<file path="src/rtl/dm_line_fill.sv">
// dm_line_fill
//   Initiator-side controller between the CPU data port and the data memory.
//   Reads are served from a single 16-word line buffer on a hit. A miss issues
//   one DM read and captures the 16-word burst that comes back. Writes go
//   straight through to DM as single words and also patch the buffer when the
//   line is resident.
//
// Ports
//   clock, reset             : sole clock; asynchronous active-low reset
//   req_valid/write/addr/wdata, req_ready
//                            : CPU request handshake (accepted on valid && ready)
//   resp_valid, resp_rdata, resp_error
//                            : one-cycle completion pulse; read data is held
//                              between pulses
//   DM_enable/read/write, DM_address, DM_in
//                            : one-cycle DM command
//   DM_out, DM_ready         : burst data returned by DM
module dm_line_fill #(
  parameter int data_size  = 32,
  parameter int addr_size  = 12,
  parameter int WAIT_STATE = 2,
  parameter int TIMEOUT    = 64
) (
  input  logic                 clock,
  input  logic                 reset,
  input  logic                 req_valid,
  input  logic                 req_write,
  input  logic [addr_size-1:0] req_addr,
  input  logic [data_size-1:0] req_wdata,
  output logic                 req_ready,
  output logic                 resp_valid,
  output logic [data_size-1:0] resp_rdata,
  output logic                 resp_error,
  output logic                 DM_enable,
  output logic                 DM_read,
  output logic                 DM_write,
  output logic [addr_size-1:0] DM_address,
  output logic [data_size-1:0] DM_in,
  input  logic [data_size-1:0] DM_out,
  input  logic                 DM_ready
);

  localparam int TAG_W  = addr_size - 6;
  localparam int TCNT_W = $clog2(TIMEOUT) + 1;
  localparam int WCNT_W = $clog2(WAIT_STATE + 1) + 1;

  localparam logic [2:0] IDLE  = 3'd0;
  localparam logic [2:0] RHIT  = 3'd1;
  localparam logic [2:0] RREQ  = 3'd2;
  localparam logic [2:0] RWAIT = 3'd3;
  localparam logic [2:0] RFILL = 3'd4;
  localparam logic [2:0] WREQ  = 3'd5;
  localparam logic [2:0] WWAIT = 3'd6;
  localparam logic [2:0] DONE  = 3'd7;

  logic [2:0]             state;
  logic [addr_size-1:2]   addr_q;      // word address of the request in flight
  logic [data_size-1:0]   wdata_q;
  logic                   line_valid;
  logic [TAG_W-1:0]       line_tag;
  logic [data_size-1:0]   line_buf [16];
  logic [TCNT_W-1:0]      tcnt;        // cycles spent waiting for the first beat
  logic [3:0]             beat;        // next buffer slot to fill
  logic [WCNT_W-1:0]      wait_cnt;    // write commit wait

  logic [TAG_W-1:0]       q_tag;
  logic [3:0]             q_idx;
  logic                   req_hit;
  logic                   wr_hit;

  // Byte-offset bits of the request address carry no information.
  logic unused_addr_bits;
  assign unused_addr_bits = ^req_addr[1:0];

  assign q_tag   = addr_q[addr_size-1:6];
  assign q_idx   = addr_q[5:2];
  assign req_hit = line_valid && (req_addr[addr_size-1:6] == line_tag);
  assign wr_hit  = line_valid && (q_tag == line_tag);

  // Control state. Every DM command lives in a single state so each command
  // is a one-cycle pulse, and RREQ/WREQ are never entered back to back.
  // NOTE: sequential state is updated only with non-blocking assignments so
  // every register samples the pre-edge values of its neighbours.
  always_ff @(posedge clock or negedge reset) begin
    if (!reset) begin
      state      <= IDLE;
      addr_q     <= '0;
      wdata_q    <= '0;
      line_valid <= 1'b0;
      line_tag   <= '0;
      tcnt       <= '0;
      beat       <= '0;
      wait_cnt   <= '0;
      resp_rdata <= '0;
      resp_error <= 1'b0;
    end else begin
      case (state)
        IDLE: begin
          if (req_valid) begin
            addr_q     <= req_addr[addr_size-1:2];
            wdata_q    <= req_wdata;
            resp_error <= 1'b0;
            if (req_write)    state <= WREQ;
            else if (req_hit) state <= RHIT;
            else              state <= RREQ;
          end
        end
        RHIT: begin
          resp_rdata <= line_buf[q_idx];
          state      <= DONE;
        end
        RREQ: begin
          // The buffer is about to be overwritten; it is only trusted again
          // once all 16 beats have landed.
          line_valid <= 1'b0;
          tcnt       <= '0;
          state      <= RWAIT;
        end
        RWAIT: begin
          if (DM_ready) begin
            beat  <= 4'd1;
            state <= RFILL;
          end else if (tcnt == TCNT_W'(TIMEOUT - 1)) begin
            resp_error <= 1'b1;
            state      <= DONE;
          end else begin
            tcnt <= tcnt + TCNT_W'(1);
          end
        end
        RFILL: begin
          if (!DM_ready) begin
            resp_error <= 1'b1;       // short burst: line stays invalid
            state      <= DONE;
          end else if (beat == 4'd15) begin
            line_valid <= 1'b1;
            line_tag   <= q_tag;
            // Word 15 is only on DM_out this cycle; the rest are buffered.
            resp_rdata <= (q_idx == 4'd15) ? DM_out : line_buf[q_idx];
            state      <= DONE;
          end else begin
            beat <= beat + 4'd1;
          end
        end
        WREQ: begin
          wait_cnt <= '0;
          state    <= WWAIT;
        end
        WWAIT: begin
          if (wait_cnt == WCNT_W'(WAIT_STATE)) state <= DONE;
          else                                 wait_cnt <= wait_cnt + WCNT_W'(1);
        end
        DONE:    state <= IDLE;
        default: state <= IDLE;
      endcase
    end
  end

  // Line buffer storage.
  // NOTE: the data array has no reset; line_valid alone says whether its
  // contents mean anything, so clearing 16 words would buy nothing.
  always_ff @(posedge clock) begin
    if (state == RWAIT && DM_ready)      line_buf[0]     <= DM_out;
    else if (state == RFILL && DM_ready) line_buf[beat]  <= DM_out;
    else if (state == WREQ && wr_hit)    line_buf[q_idx] <= wdata_q;
  end

  // Outputs decoded from state. Reset forces state to IDLE, so every DM
  // output drops at once; req_ready is also held low while reset is asserted.
  // NOTE: each output gets a default before the conditional assignments so
  // no path leaves a value unassigned and no latch is inferred.
  always_comb begin
    req_ready  = 1'b0;
    resp_valid = 1'b0;
    DM_enable  = 1'b0;
    DM_read    = 1'b0;
    DM_write   = 1'b0;
    DM_address = '0;
    DM_in      = '0;
    case (state)
      IDLE: req_ready  = reset;
      DONE: resp_valid = 1'b1;
      RREQ: begin
        DM_enable  = 1'b1;
        DM_read    = 1'b1;
        DM_address = {q_tag, 6'b0};
      end
      WREQ: begin
        DM_enable  = 1'b1;
        DM_write   = 1'b1;
        DM_address = {addr_q, 2'b00};
        DM_in      = wdata_q;
      end
      default: ;
    endcase
  end

endmodule

</file>
<file path="config.mk">
export PLATFORM = sky130hd
export DESIGN_NAME = dm_line_fill
export DESIGN_NICKNAME = d
export VERILOG_FILES = /design/src/rtl/dm_line_fill.sv
export SDC_FILE = /design/constraint.sdc
export NUM_CORES = 1
export LEC_CHECK = 0
export BUFFER_PORTS_ARGS = -buffer_cell sky130_fd_sc_hd__buf_4
export CAP_MARGIN = 10
export CORE_MARGIN = 10
export CORE_UTILIZATION = 40
export CTS_BUF_LIST = sky130_fd_sc_hd__clkbuf_4 sky130_fd_sc_hd__clkbuf_8
export CTS_CLUSTER_DIAMETER = 120
export DETAILED_ROUTE_END_ITERATION = 8
export GPL_TIMING_DRIVEN = 0
export HOLD_SLACK_MARGIN = 0.02
export PLACE_DENSITY = 0.61
export SLEW_MARGIN = 20
export SYNTH_ARGS = -nofsm -noshare
export SYNTH_HDL_FRONTEND = slang
export SYNTH_SLANG_ARGS = --single-unit
</file>
<file path="constraint.sdc">
create_clock -name clock -period 13.1 [get_ports clock]
set_input_delay 1.965 -clock clock [delete_from_list [all_inputs] [get_ports clock]]
set_output_delay 1.965 -clock clock [all_outputs]
set_load 0.01 [all_outputs]
</file>
==> results by group, run 1 <==
Clocking
  • H-tree levels: 3
  • Clock Pin Slew Worst Setup and Hold Paths: 60 ps
  • Post-CTS setup buffer count: 0
  • Root buffer cell: clkbuf_8
  • Total CTS buffers: 101
  • Worst-Skew Late Latency: 700 ps
  • Clock tree from TritonCTS: done
  • Hold buffer count at CTS: 0
  • Max clock buf depth: 3
  • CTS resizes: 0
  • CTS sink cnt: 611

Global routing
  • GRT overflow: 0
  • Largest net degree at the start of global routing: 61
  • Initial antenna violation count: 2
  • All-layer global routing usage: a little under a fifth
  • Number of global-route vias before repair: around 15000
  • First-pass GRT wire length: 101 mm

Timing
  • Clk_skew: approximately 34 ps
  • Worst rel slew slack: 26.0%
  • Pins Over Slew Limit: 0
  • Worst-margin pin slew: 1110 ps
  • Final Setup Violations: 0
  • Fin. Hold Viols: 0
  • Fmax: between 0.15 and 0.2 GHz
  • RSZ-0062 raised after global routing: false
  • Post-Route Setup TNS: 0 ps
  • Fin crit period: approximately 5000 ps
  • Fin crit share: 38.2%

Drt
  • # DRC: 0
  • DRT Pass-1 Iters: 5
  • Iteration-0 DRC Markers: 1215
  • Vias per inst: around 5.4
  • Vias: ~15000
  • Avg WL per Cell: 24.2 um
  • Post-DRT Antenna Nets: 0
  • Total Wirelength: 67.6 mm

Setup path
  • Startpoint Class: flip-flop
  • Worst EP required: between 10000 and 15000 ps
  • Critical Path AT: 3040 ps
  • Critical path class: flip-flop to output pin
  • Setup crit end kind: output pin
  • Crit Path Max Fanout: 10

Cells and area
  • Fin nets: between 1500 and 2000
  • Layout cells sized above 1: 32.6%
  • Final core occ: between 40% and 50%
  • P&R area growth vs syn: 20.4%
  • Fillers: 5258

Synth
  • Complex-gate fraction of the synthesized area: 7.18%
  • Primary FF master, synth: edfxtp_1
  • Synth Area in Simple Gates: 6.29%
  • #FFs+latches synth: 611
  • Seq/Total Area, Yosys: about 72%
  • Netlist cell types: 60
  • Cells after Synth: between 1500 and 2000
  • Synth Warn #: 0
  • Post-synthesis mux area share: 11.7%
  • EDFF count, synth: 512
  • Mapped Area: between 20000 and 25000 um2
  • Ys async rst share: 16.2%
  • Adder-cell share of the synthesized area: 0.201%
  • Post-synthesis xor/xnor area fraction: less than 1%
  • Syn avg cell area: 16.4 um2
  • Largest family of logic cells by synthesized area: multiplexers

Die
  • Num rows: 91
  • Io pins: 163
  • Die X-Extent: roughly 270 um
  • Die Y: 269 um
  • Starting density of the core: around two fifths
  • Die area: 72600 um2
  • Area of the core: a little over 60000 um2

Placed design
  • Port Buffers: 158
  • Post-DP HPWL: roughly 47 mm
  • Routability cong.: between 0.7 and 0.8

Power
  • PwrDens: 196 nW/um2
  • Leakage power: 10.8 nW
  • VDD IR max: 0.108 mV

Worst hold path
  • Hold Crit Class: flip-flop to flip-flop

Run
  • Max Cap Violations: 0

Outcome
  • Status: complete, no violations
final timing paths:
path / depth (start not counted) / slack [ps] / end / startpoint
worst max-delay path: 6 / 8100 / DM_in[16] / state[1]
worst min-delay path: 2 / 490 / resp_rdata[3] / resp_rdata[3]
worst max register to register: 9 / 9400 / line_buf[15][17] / addr_q[2]
worst min register to register: 2 / 490 / resp_rdata[3] / resp_rdata[3]
max in group asynchronous: 2 / 11180 / resp_rdata[20] / reset
min in group asynchronous: 1 / 1200 / tcnt[0] / reset
worst max-delay path, cell delays in order, from the launching register on:
cell      delay (ps)
dfrtp_1          360
buf_2            170
and3b_1          270
clkbuf_1         610
clkbuf_1         600
and2_1           230
buf_4            120
logic make-up (layout without fill, tap and decap cells):
family | Yosys count | after routing
buffers and inverters | 105 | 541
flip-flops | 611 | 611
adder cells (fa/ha/maj) | 4 | 4
AND/OR/NAND/NOR | 290 | 290
XOR/XNOR | 16 | 16
other | 1 | 3
multiplexers | 241 | 241
AO/OA/AOI/OAI | 247 | 247
synth_stat cells (6+ instances only):
cell type | number | area share, %
dfrtp_1 | 99 | 10
a2111oi_0 | 27 | 0.95
a211oi_1 | 32 | 0.97
mux4_2 | 31 | 2.8
buf_6 | 7 | 0.32
nor4_1 | 39 | 0.98
o21ai_0 | 42 | 0.84
edfxtp_1 | 512 | 62
clkbuf_1 | 50 | 0.75
a22o_1 | 6 | 0.21
nor2b_1 | 70 | 1.8
buf_2 | 19 | 0.38
buf_4 | 14 | 0.42
xnor2_1 | 7 | 0.25
xor2_1 | 9 | 0.32
o221a_2 | 32 | 1.4
mux2_2 | 81 | 3.7
nor2_1 | 55 | 0.83
a21oi_1 | 10 | 0.20
o21ai_1 | 31 | 0.62
mux2i_1 | 129 | 5.2
nor3_1 | 12 | 0.24
nand3_1 | 6 | 0.12
nand2_1 | 51 | 0.77
o22ai_1 | 33 | 0.83
inv_1 | 7 | 0.11
and2_1 | 38 | 0.96
cells in the final DEF (no fill, tap or decap), drive strengths merged, types with 3 or more instances in the layout:
cell / instances
a2111oi: 31
a211oi: 32
a21oi: 10
a22o: 6
a22oi: 5
a31oi: 5
and2: 38
buf: 296
clkbuf: 215
clkinv: 16
clkinvlp: 5
dfrtp: 99
edfxtp: 512
ha: 4
inv: 8
mux2: 81
mux2i: 129
mux4: 31
nand2: 52
nand3: 6
nand4: 3
nor2: 55
nor2b: 70
nor3: 14
nor4: 39
o21ai: 73
o221a: 32
o22ai: 33
o31ai: 5
xnor2: 7
xor2: 9
stage by stage:
| step | cell area (um2) | std cells | hold slack [ps] | power [mW] | setup slack (ps) |
|---|---|---|---|---|---|
| 3_5_place_dp | 27800 | 2601 | 478 | 4.18 | 8050 |
| 2_1_floorplan | 24900 | 1516 | 480 | 3.48 | 6730 |
| 4_1_cts | 29900 | 2789 | 490 | 5.91 | 7980 |
| 6_report | 29900 | 2790 | 485 | 5.86 | 8100 |
| 5_1_grt | 29900 | 2790 | 523 | 6.15 | 7900 |
| 3_3_place_gp | 27100 | 2511 | 474 | 4.14 | 2580 |
cell type report:
| type | count | area, um2 | share of cell area [%] |
|---|---|---|---|
| Tap cell | 837 | 1050 | 3.50 |
| Antenna cell | 1 | 2.50 | 0.00836 |
| Clock inverter | 23 | 144 | 0.480 |
| Sequential cell | 611 | 17900 | 59.6 |
| Inverter | 7 | 26.3 | 0.0877 |
| Timing Repair Buffer | 248 | 1800 | 6.01 |
| Buffer | 98 | 557 | 1.86 |
| Multi-Input combinational cell | 800 | 6540 | 21.8 |
| Clock buffer | 165 | 1980 | 6.60 |
per-layer routing:
metal / global-route usage [%] / vias to the layer above / routed length (um)
met1: 24.9 / 7625 / 29500
li1: - / 6694 / -
met2: 29.4 / 579 / 31900
met3: 3.89 / 108 / 4670
met4: 6.02 / 0 / 1540
met5: 0 / - / 0
report_power, final:
group / switching (mW) / internal, mW
logic: 1.05 / 0.688
clock network: 0.757 / 0.971
registers: 0.111 / 2.29
flip-flops by register name (all words and copies together) (netlist names):
name        flops
addr_q         10
beat            4
line_buf      512
line_tag        6
line_valid      1
resp_error      1
resp_rdata     32
state           3
tcnt            7
wait_cnt        3
wdata_q        32
Power figures use the tool's default switching activity.
==> run 2: changes to the inputs <==
==> constraint.sdc (replaced) <==
create_clock -name clock -period 4.9 [get_ports clock]
set_input_delay 0.735 -clock clock [delete_from_list [all_inputs] [get_ports clock]]
set_output_delay 0.735 -clock clock [all_outputs]
set_load 0.01 [all_outputs]
==> run 2 against run 1 <==
Clock skew is 1.9 ps lower. Clock power grew to 2.7 times the previous value. Clock-buffer cell count is 27 lower. Sequential power grew to 2.7 times the previous value. Sequential share of layout area hardly changed. Die area stayed put. First-iteration DRC count is 14% higher. Non-clock buffer count is 4 lower. Power grew to 2.7 times the previous value. Critical endpoint is now DM_in[18]. Largest cell class unchanged. Highest routed layer unchanged.
==> results by group, run 2 (synthesized netlist as in run 1, its figures left out) <==
Power
  • VDD IR max: 0.238 mV
  • PwrDens: 524 nW/um2
  • Leakage power: 10.8 nW

Setup path
  • Worst EP required: 4160 ps
  • Setup crit end kind: output pin
  • RR Endpoint: line_buf[5][18]
  • Worst r2r path cells: 9
  • Critical Path AT: 3100 ps
  • R2r startpoint: addr_q[2]
  • Worst path most repeated cell: clkbuf_1
  • Startpoint Class: flip-flop
  • Crit-path leading delay family: buffers and inverters
  • Register-to-Register Setup Slack: between 1000 and 1500 ps
  • Crit Path Max Fanout: 10
  • CP max stage delay: between 600 and 700 ps
  • Cell Chain, Critical Path: buf_2 -> and3b_1 -> clkbuf_1 -> clkbuf_1 -> and2_1 -> buf_4
  • Critical path buffers and inverters: 4
  • Critical path class: flip-flop to output pin
  • CP max-delay cell: clkbuf_1

Worst hold path
  • Worst Hold End: wdata_q[4]
  • HP Start: req_wdata[4]
  • Min-Delay Path Depth: 2
  • Hold Crit Class: input port to flip-flop

Cells and area
  • P&R area growth vs syn: 20.3%
  • Fillers: 5228
  • Top reg by flops: line_buf
  • Register area: 17900 um2
  • Fin nets: between 1500 and 2000
  • Post-Layout Inst Area: 29900 um2
  • Largest registers: line_buf x512, resp_rdata x32, wdata_q x32
  • Final core occ: around half
  • Non-Filler Instances: 2785
  • Commonest non-fill, non-tap cell in the layout: edfxtp_1
  • Layout cells sized above 1: 31.9%
  • Most frequent cells in the layout: 512 x edfxtp_1, 218 x buf_4, 129 x mux2i_1
  • Footprint of the multi-input gates: 6560 um2
  • Largest register FFs: between 500 and 600

Drt
  • Iteration-0 DRC Markers: ~1400
  • Vias: 14900
  • # DRC: 0
  • Total Wirelength: 67.4 mm
  • Post-DRT Antenna Nets: 0
  • Avg WL per Cell: 24.2 um
  • DRT Pass-1 Iters: 5
  • Vias per inst: 5.36

Placed design
  • Placed instance count: 2595
  • Port Buffers: about 160
  • Placed Area: 27800 um2
  • Place WS: about 1100 ps
  • Post-DP HPWL: around 47 mm
  • Routability cong.: slightly below 0.8

Clocking
  • Clock Pin Slew Worst Setup and Hold Paths: ~60 ps
  • CTS sink cnt: between 600 and 700
  • Worst-Skew Late Latency: a little under 700 ps
  • Max clock buf depth: 3
  • Clock tree from TritonCTS: done
  • Total CTS buffers: 102
  • Root buffer cell: clkbuf_8
  • H-tree levels: 3
  • Post-CTS setup buffer count: 0

Timing
  • Setup slack after layout: ~1100 ps
  • RSZ-0062 raised after global routing: false
  • Fin crit period: 3830 ps
  • Fin crit share: 78.2%
  • Clk_skew: 31.6 ps
  • Worst-margin pin slew: 1050 ps
  • Minimum hold slack: 274 ps
  • Final Setup Violations: 0
  • Worst rel slew slack: 30.2%
  • Fmax: between 0.2 and 0.3 GHz
  • Fin. Hold Viols: 0
  • Pins Over Slew Limit: 0

Global routing
  • All-layer global routing usage: 18.1%
  • First-pass GRT wire length: 99.8 mm
  • Initial antenna violation count: 4
  • Number of global-route vias before repair: 15100
  • Largest net degree at the start of global routing: 58
  • GRT overflow: 0

Run
  • Max Cap Violations: 0

Die
  • Die area: 72600 um2
  • Die X-Extent: ~270 um
  • Io pins: ~160
  • Die Y: 269 um
  • Area of the core: 61600 um2
  • Starting density of the core: 40.4%
  • Num rows: 91

Outcome
  • Status: complete, no violations
-- run 2: cell count changes in the layout (fill, tap and decap cells not counted), moves of 2 or more --
| cell | delta |
|---|---|
| bufinv_16 | +5 |
| clkinv_1 | +10 |
| clkbuf_8 | -10 |
| buf_2 | -7 |
| nor4_2 | -2 |
| buf_4 | +2 |
| clkbuf_4 | -17 |
| nor4_4 | +2 |
| clkinv_2 | +12 |
-- run 2: layer usage --
layer	track usage, %	vias to the layer above	part of all wire [%]
met5	0	-	0
met3	3.15	125	6.6
li1	-	6679	-
met4	5.97	0	2.4
met2	29.2	535	47
met1	24.6	7590	44
-- run 2: through the flow --
stage / total power, mW / setup TNS [ps]
6_report: 15.7 / 0
3_5_place_dp: 11.2 / 0
4_1_cts: 15.8 / 0
3_3_place_gp: 11.0 / -1317280
2_1_floorplan: 9.29 / -44980
5_1_grt: 16.4 / 0
-- run 2: worst max path at each step --
stage                         from               end  slack [ps]  depth (start not counted)
after floorplan           DM_ready   line_buf[13][0]        -240                          4
after global placement    DM_ready  line_buf[12][20]       -4300                          5
after detailed placement  DM_ready   line_buf[5][18]        1070                          8
after CTS                 state[1]         DM_in[18]        1010                          6
after global routing      state[1]         DM_in[18]         920                          6
final                     state[1]         DM_in[18]        1070                          6
-- run 2: cell type report --
| class | count | share of cell area [%] |
|---|---|---|
| clock buffer | 138 | 5.72 |
| sequential | 611 | 59.7 |
| inverter | 7 | 0.0878 |
| clock inverter | 49 | 1.28 |
| tap | 837 | 3.50 |
| multi-input combinational | 800 | 21.9 |
| timing repair buffer | 244 | 5.98 |
| antenna | 1 | 0.00836 |
| buffer | 98 | 1.86 |
-- run 2: timing repair --
item                      4_1_cts  5_1_grt
resized for setup               0        0
hold buffers                    1        0
hold endpoints to repair       42        0
-- run 2: where the power goes --
part	switching (mW)	total, mW	internal [mW]
Sequential	0.302	6.43	6.13
Combinational	2.80	4.64	1.84
Clock	2.04	4.63	2.58
Total	5.15	15.7	10.5
==> run 3: changes to the inputs <==
--- a/config.mk
+++ b/config.mk
@@ -14,7 +14,7 @@
 export DETAILED_ROUTE_END_ITERATION = 8
 export GPL_TIMING_DRIVEN = 0
 export HOLD_SLACK_MARGIN = 0.02
-export PLACE_DENSITY = 0.61
+export PLACE_DENSITY = 0.63
 export SLEW_MARGIN = 20
 export SYNTH_ARGS = -nofsm -noshare
 export SYNTH_HDL_FRONTEND = slang
==> constraint.sdc (replaced) <==
create_clock -name clock -period 3.2 [get_ports clock]
set_input_delay 0.48 -clock clock [delete_from_list [all_inputs] [get_ports clock]]
set_output_delay 0.48 -clock clock [all_outputs]
set_load 0.01 [all_outputs]
==> run 3 against run 2 <==
Routed wire length rose by 0.12%. Die area did not move. Power rose by 52%. Worst setup slack got worse by 1000 ps. Critical path type is now flip-flop to flip-flop. Critical endpoint is now line_buf[5][25]. Largest cell class unchanged.
==> results by group, run 3 (synthesized netlist as in run 1, its figures left out) <==
Cells and area
  • P&R area growth vs syn: 22.5%
  • Commonest non-fill, non-tap cell in the layout: edfxtp_1
  • Post-Layout Inst Area: 30500 um2
  • Largest registers: line_buf x512, resp_rdata x32, wdata_q x32
  • Largest register FFs: slightly above 500
  • Ant diodes: 0
  • Fin nets: just under 2000
  • Top reg by flops: line_buf
  • Layout cells sized above 1: between 30% and 40%
  • Most frequent cells in the layout: 512 x edfxtp_1, 209 x buf_4, 129 x mux2i_1
  • Final core occ: between 40% and 50%

Die
  • Num rows: 91
  • Area of the core: 61600 um2
  • Die X-Extent: 269 um
  • Die Y: 269 um
  • Starting density of the core: around 40%
  • Io pins: 163
  • Die area: 72600 um2

Placed design
  • Post-DP HPWL: between 40 and 50 mm
  • Place WS: -373 ps
  • Placed Area: around 28000 um2
  • Port Buffers: 158
  • Routability cong.: 0.801

Global routing
  • First-pass GRT wire length: roughly 100 mm
  • Largest net degree at the start of global routing: ~60
  • All-layer global routing usage: 18.3%
  • Initial antenna violation count: 1
  • GRT overflow: 0
  • Number of global-route vias before repair: 15500

Drt
  • DRT Pass-1 Iters: 5
  • Vias per inst: 5.35
  • Total Wirelength: just under 70 mm
  • Post-DRT Antenna Nets: 0
  • Vias: 15000
  • Avg WL per Cell: 24.0 um
  • # DRC: 0
  • Iteration-0 DRC Markers: 1259

Timing
  • Worst rel slew slack: approximately a third
  • Fin crit period: 3130 ps
  • Fmax: 0.320 GHz
  • Pins Over Slew Limit: 0
  • Fin crit share: a little over nine tenths
  • Fin. Hold Viols: 0
  • RSZ-0062 raised after global routing: false
  • Worst-margin pin slew: 1030 ps
  • Final Setup Violations: 0
  • Setup slack after layout: 71.5 ps
  • Clk_skew: 41.5 ps

Power
  • Leakage power: 10.9 nW
  • VDD IR max: 0.353 mV
  • Power Total: 23.9 mW
  • PwrDens: 784 nW/um2

Clocking
  • Root buffer cell: clkbuf_8
  • CTS sink cnt: 611
  • Total CTS buffers: 100
  • Max clock buf depth: 3
  • Worst-Skew Late Latency: 710 ps
  • Clock tree from TritonCTS: done
  • Clock Pin Slew Worst Setup and Hold Paths: around 60 ps
  • H-tree levels: 3

Setup path
  • Setup crit end kind: flip-flop
  • Startpoint Class: flip-flop
  • Critical Path AT: around 3500 ps
  • Critical path class: flip-flop to flip-flop
  • Worst EP required: 3590 ps
  • Crit Path Max Fanout: 10

Outcome
  • Status: complete, no violations

Run
  • Max Cap Violations: 0

Worst hold path
  • Hold Crit Class: input port to flip-flop
## run 3: cell count changes in the layout (fill, tap and decap cells not counted), sizes merged
cell,change
inv,+2
clkbuf,+17
clkinvlp,-3
clkinv,-13
dlygate4sd3,+42
bufinv,-4
diode,-1
buf,-17
## run 3: power breakdown
group	internal (mW)	leakage, nW	switching [mW]
combinational	2.87	3.96	4.31
clock	3.79	1.08	3.07
sequential	9.38	5.86	0.469
## run 3: final cells by class
type	count	area [um2]
Clock inverter	31	198
Fill cell	5177	31100
Clock buffer	155	1830
Sequential cell	611	17900
Buffer	98	562
Timing Repair Buffer	269	2290
Inverter	7	26.3
Tap cell	837	1050
Multi-Input combinational cell	800	6680
## run 3: routing by layer
| layer | GRT usage, % | vias up | routed length (um) | share of wire (%) |
|---|---|---|---|---|
| li1 | - | 6729 | - | - |
| met1 | 23.8 | 7624 | 28500 | 42 |
| met2 | 29.6 | 558 | 32600 | 48 |
| met3 | 4.47 | 111 | 4650 | 6.9 |
| met4 | 5.94 | 0 | 1740 | 2.6 |
| met5 | 0 | - | 0 | 0 |
## run 3: timing repair
action                                 in CTS  in global routing
resized for setup                           6                  7
hold buffers                               43                  0
endpoints found under the hold margin      83                  0
buffers inserted                            7                  4
pin swaps                                   5                  4
setup endpoints to repair                 132                125
## run 3: worst paths after layout
check                                   to  slack (ps)           start  cells past startpoint
max                        line_buf[5][25]          70       addr_q[2]                      9
min                          resp_rdata[6]          80       DM_out[6]                      3
max reg2reg                line_buf[5][25]          70       addr_q[2]                      9
min reg2reg                 resp_rdata[11]         480  resp_rdata[11]                      2
max in group asynchronous   resp_rdata[16]        2220           reset                      3
min in group asynchronous          tcnt[4]         270           reset                      2
## run 3: stage by stage
stage               cells  hold WS (ps)  setup TNS [ps]
floorplan            1516           184         -203740
detailed placement   2568           433           -9240
global route         2808          24.0               0
global placement     2511           473        -1186180
CTS                  2804          20.2           -69.9
finish               2808          78.3               0
## run 3: worst max-delay path, stage by stage (launching register included)
cell and delay, ps:
dfrtp_1 400, buf_6 220, buf_12 180, buf_6 160
buf_2 330, a22oi_1 230, buf_2 240, nor4_4 550
buf_6 250, buf_4 220
